## src/rtl/pmp_pkg.sv

```systemverilog
// PMP shared definitions: address-match modes, cfg byte layout, access types,
// sequential-checker states and the NAPOT mask helper.
package pmp_pkg;

  // Widest address the NAPOT helper works on; callers zero-extend and truncate.
  localparam int PMP_MAX_AW = 64;

  // Bit positions inside a pmpcfg byte {L, 2'b0, A[1:0], X, W, R}.
  localparam int CFG_R    = 0;
  localparam int CFG_W    = 1;
  localparam int CFG_X    = 2;
  localparam int CFG_A_LO = 3;
  localparam int CFG_A_HI = 4;
  localparam int CFG_L    = 7;

  // Address-matching mode held in cfg.A.
  typedef enum logic [1:0] {
    OFF   = 2'd0,
    TOR   = 2'd1,
    NA4   = 2'd2,
    NAPOT = 2'd3
  } pmp_addr_mode_e;

  // Access type carried by a request; the reserved code always faults.
  typedef enum logic [1:0] {
    ACC_R   = 2'd0,
    ACC_W   = 2'd1,
    ACC_X   = 2'd2,
    ACC_RSV = 2'd3
  } pmp_acc_e;

  // Sequential checker states.
  typedef enum logic [1:0] {
    IDLE = 2'd0,
    SCAN = 2'd1,
    RESP = 2'd2
  } pmp_seq_state_e;

  // NAPOT compare mask: clears the trailing-ones run of the encoded address
  // plus the first zero above it, leaving only the base bits set.
  function automatic logic [PMP_MAX_AW-1:0] pmp_napot_mask(
    input logic [PMP_MAX_AW-1:0] addr
  );
    return ~(addr ^ (addr + PMP_MAX_AW'(1)));
  endfunction

endpackage

```

## src/rtl/pmp_addr_check.sv

```systemverilog
// Single-entry PMP address matcher. Purely combinational; the sequential
// checker time-shares one instance across all entries.
module pmp_addr_check
  import pmp_pkg::*;
#(
  parameter int ADDR_WIDTH = 32
) (
  input  logic [ADDR_WIDTH-1:0] addr_i,
  input  pmp_addr_mode_e        mode_i,
  input  logic [ADDR_WIDTH-1:0] pmp_addr_i,
  input  logic [ADDR_WIDTH-1:0] pmp_addr_last_i,
  input  logic [ADDR_WIDTH-1:0] napot_mask_i,
  output logic                  hit_o
);

  // Match the access address against this entry's region for its mode.
  always_comb begin
    hit_o = 1'b0;
    case (mode_i)
      TOR:     hit_o = (addr_i >= pmp_addr_last_i) && (addr_i < pmp_addr_i);
      NA4:     hit_o = (addr_i == pmp_addr_i);
      NAPOT:   hit_o = ((addr_i & napot_mask_i) == (pmp_addr_i & napot_mask_i));
      default: hit_o = 1'b0;
    endcase
  end

endmodule

```

## config.mk

```make
export PLATFORM = sky130hd
export DESIGN_NAME = pmp_addr_check
export DESIGN_NICKNAME = d
export VERILOG_FILES = /design/src/rtl/pmp_pkg.sv /design/src/rtl/pmp_addr_check.sv
export SDC_FILE = /design/constraint.sdc
export NUM_CORES = 1
export LEC_CHECK = 0
export ABC_CLOCK_PERIOD_IN_PS = 2000
export CORE_ASPECT_RATIO = 1.1
export CORE_MARGIN = 8
export CORE_UTILIZATION = 35
export DETAILED_ROUTE_END_ITERATION = 7
export PLACE_DENSITY = 0.82
export SYNTH_ARGS = -nofsm -noshare
export SYNTH_HDL_FRONTEND = slang
export SYNTH_SLANG_ARGS = --single-unit
```

## constraint.sdc

```tcl
create_clock -name vclk -period 2
set_input_delay 0.2 -clock vclk [all_inputs]
set_output_delay 0.2 -clock vclk [all_outputs]
set_load 0.005 [all_outputs]
```

==> results.md <==
* Status: complete, but fails checks
* Failing checks: negative setup slack
* CP Cell Sequence: dlygate4sd2_1 -> ha_4 -> a211oi_1 -> a211oi_1 -> o21ai_1 -> a21oi_2 -> nor4_4 -> buf_2
* Largest delay share family, worst path: compound AO/OA/AOI/OAI gates
* Most frequent cell on the critical path: a211oi_1
* WL final at 10600 um
* Slowest CP cell: dlygate4sd2_1
* Ports at 131
* Period utilization at 116%
* Req. time, crit path at 1.80 ns
* DR pass1 iterations at 4
* Design Area, Final at 0.00469 mm^2
* Worst IR drop on VDD at 0.000143 V
* Clk pwr share at 0%
* Row cnt at 29
* Hold Path Class: in2out
* Worst setup margin at -0.310 ns
* Avg WL per Cell at 18.4 um
* Synth Area in Compound Gates at between 20% and 30%
* Initial core utilization at 36.0%
* Worst Setup Start Kind: input pin
* Hold_buf cts at 0
* Leak pwr at 2.22 nW
* Net Switching at roughly 430 uW
* Syn nets at 478
* Slew Viols, Final at 0
* Post-synthesis mux area share at 0%
* CP max FO at 3
* Fin. Hold Viols at 0
* Largest net degree at the start of global routing at 5
* Placement-stage cell area at 0.00401 mm^2
* Gp weighted congestion at 0.848
* Power Total at 988 uW
* Final nets at 692
* Commonest non-fill, non-tap cell in the layout: buf_4
* Maxcap violations at 0
* Xor/xnor cell area share of the yosys netlist at 13.6%
* Main combinational cell family by area after synthesis: adder cells
* Post-Syn Area per Cell at 7.27 um^2
* First-pass GRT wire length at around 16000 um
* DR vias at 3007
* Num sequential at 0
* Die area at 0.00861 mm^2
* Worst-margin pin slew at 0.329 ns
* Max-slew headroom at 78.1%
* Initial DRC count at 90
* Sequential Power Share at 0%
* RSZ-0062 raised after global routing: yes
* Global route total overflow at 0
* Core ar. at 0.00573 mm^2
* Setup violations, final at 1
* PD cells at roughly 210 mW/mm^2
* Layout cell share with drive strength beyond 1 at 45.6%
* Seq/Total Area, Yosys at 0%
* Post-Route Utilization at 81.8%
* Port bufs at 131
* Sw Ratio at 43.9%
* Endpoint class of the critical path: output pin
* Initial antenna violation count at 2
* Aggregate global-route resource usage at 23.8%
* Fillers at 387
* Number of global-route vias before repair at between 3000 and 4000
* Drt via density at 5.23
* Most frequent cells in the layout: 81 x buf_4, 57 x dlygate4sd2_1, 41 x ha_4, 38 x inv_2, 36 x clkdlybuf4s50_1
* Simple-gate share of the synthesized area at 14.7%
* Synthesized cell area at just over 0.002 mm^2
* CLK BUF at 0
* Min Tclk post-route at ~2.3 ns
* Distinct cells, synth at 28
* Antenna viol nets, final at 0
* Number of synthesis warnings at 0
* Hold_sp: addr_i[31]
* DIE HEIGHT at 96.6 um
* Residual DRC at 0
* Hold Path Sink: hit_o
* WS Path Type: in2out
* Fmax at ~0.43 GHz
* Worst EP arrival at 2.11 ns
* Critical Path Max Stage Delay at ~0.34 ns
* DP HPWL at 7920 um
* Post-Synth Adder-Cell Area at 38.8%
* Chip width at between 80 and 90 um
* CP bufs+invs at 2
* Combinational share of power at 100.0%
* Worst hold path cell count at 6
* P_int at 554 uW
* Cells after synthesis at about 280
* Synthesis-to-finish area growth at 127%
* Reg area at 0 um^2
[area by class of cell]
class	instances	area [um^2]	share of cell area, %
multi-input combinational	218	2530	54.1
timing repair buffer	212	1800	38.4
inverter	66	250	5.34
tap	77	96.3	2.06
antenna	2	5.00	0.107
[repair_timing]
action,in CTS,in global routing
gates resized for setup,315,13
hold endpoints to repair,0,0
setup endpoints to repair,1,1
buffers inserted,11,0
pin swaps,60,3
[stage by stage]
| stage | TNS [ns] | std cells | setup slack (ns) | hold WS [ns] |
|---|---|---|---|---|
| after floorplan | 0 | 284 | 0.0525 | 0.559 |
| after global placement | -1.22 | 563 | -1.22 | 1.69 |
| after detailed placement | -1.23 | 563 | -1.23 | 1.69 |
| after CTS | -0.223 | 573 | -0.223 | 1.16 |
| after global routing | -0.427 | 575 | -0.427 | 1.21 |
| final | -0.310 | 575 | -0.310 | 1.16 |
[power by group through the flow]
stage	logic [mW]	clock network (mW)	registers, mW
after global routing	1.07	0.000000134	0
after floorplan	0.294	0	0
after detailed placement	0.802	0	0
after CTS	0.930	0	0
after global placement	0.773	0	0
final	0.988	0.000000134	0
[tightest hold or removal path, stage by stage]
cell and delay (ns):
buf_2 0.14, ha_4 0.16, a2111oi_4 0.04, a21oi_2 0.21, nor4_4 0.08, buf_2 0.13
[worst max-delay path by stage]
stage                                    from  endpoint  slack (ns)  depth (start not counted)
after global routing               addr_i[18]     hit_o       -0.43                          8
after CTS                          addr_i[13]     hit_o       -0.22                          9
after detailed placement           addr_i[14]     hit_o       -1.23                         10
after floorplan                     addr_i[0]     hit_o        0.05                          8
after global placement    pmp_addr_last_i[15]     hit_o       -1.22                         11
final                              addr_i[18]     hit_o       -0.31                          8
[per-layer routing]
layer	vias up	wire length, um	track usage [%]	share of wire (%)
met5	-	0	0	0
met4	0	246	5.96	2.3
met3	24	762	4.74	7.2
met2	141	5680	48.2	54
met1	1403	3870	23.7	37
li1	1439	-	-	-
[cells by family (layout without fill, tap and decap cells)]
group | Yosys count | count (layout)
other cells | 0 | 2
xor+xnor | 32 | 32
buf+inv | 66 | 278
fa+ha+maj | 64 | 64
simple gates | 55 | 55
compound gates | 67 | 67
[cells in the mapped netlist]
cell type,n,area (um^2)
or4_1,1,7.51
a222oi_1,1,10.0
nor4_1,4,25.0
a22o_1,2,17.5
ha_1,64,801
a2111oi_1,1,10.0
and4_1,1,8.76
a211oi_1,3,22.5
nand2b_4,1,13.8
o21ai_0,7,35.0
inv_1,66,248
a21o_1,4,30.0
a2111oi_4,1,27.5
nor2_1,4,15.0
nor3_1,2,10.0
nand2_1,11,41.3
or2_1,1,6.26
a21oi_1,31,155
nor2b_1,1,6.26
a221oi_1,3,26.3
nand3_1,10,50.1
nand2b_1,2,12.5
nand4_1,16,100
a2111oi_0,1,8.76
xor2_1,32,280
a22oi_1,10,75.1
o21ai_1,3,15.0
and3_1,1,6.26
(Power assumes the default switching activity.)
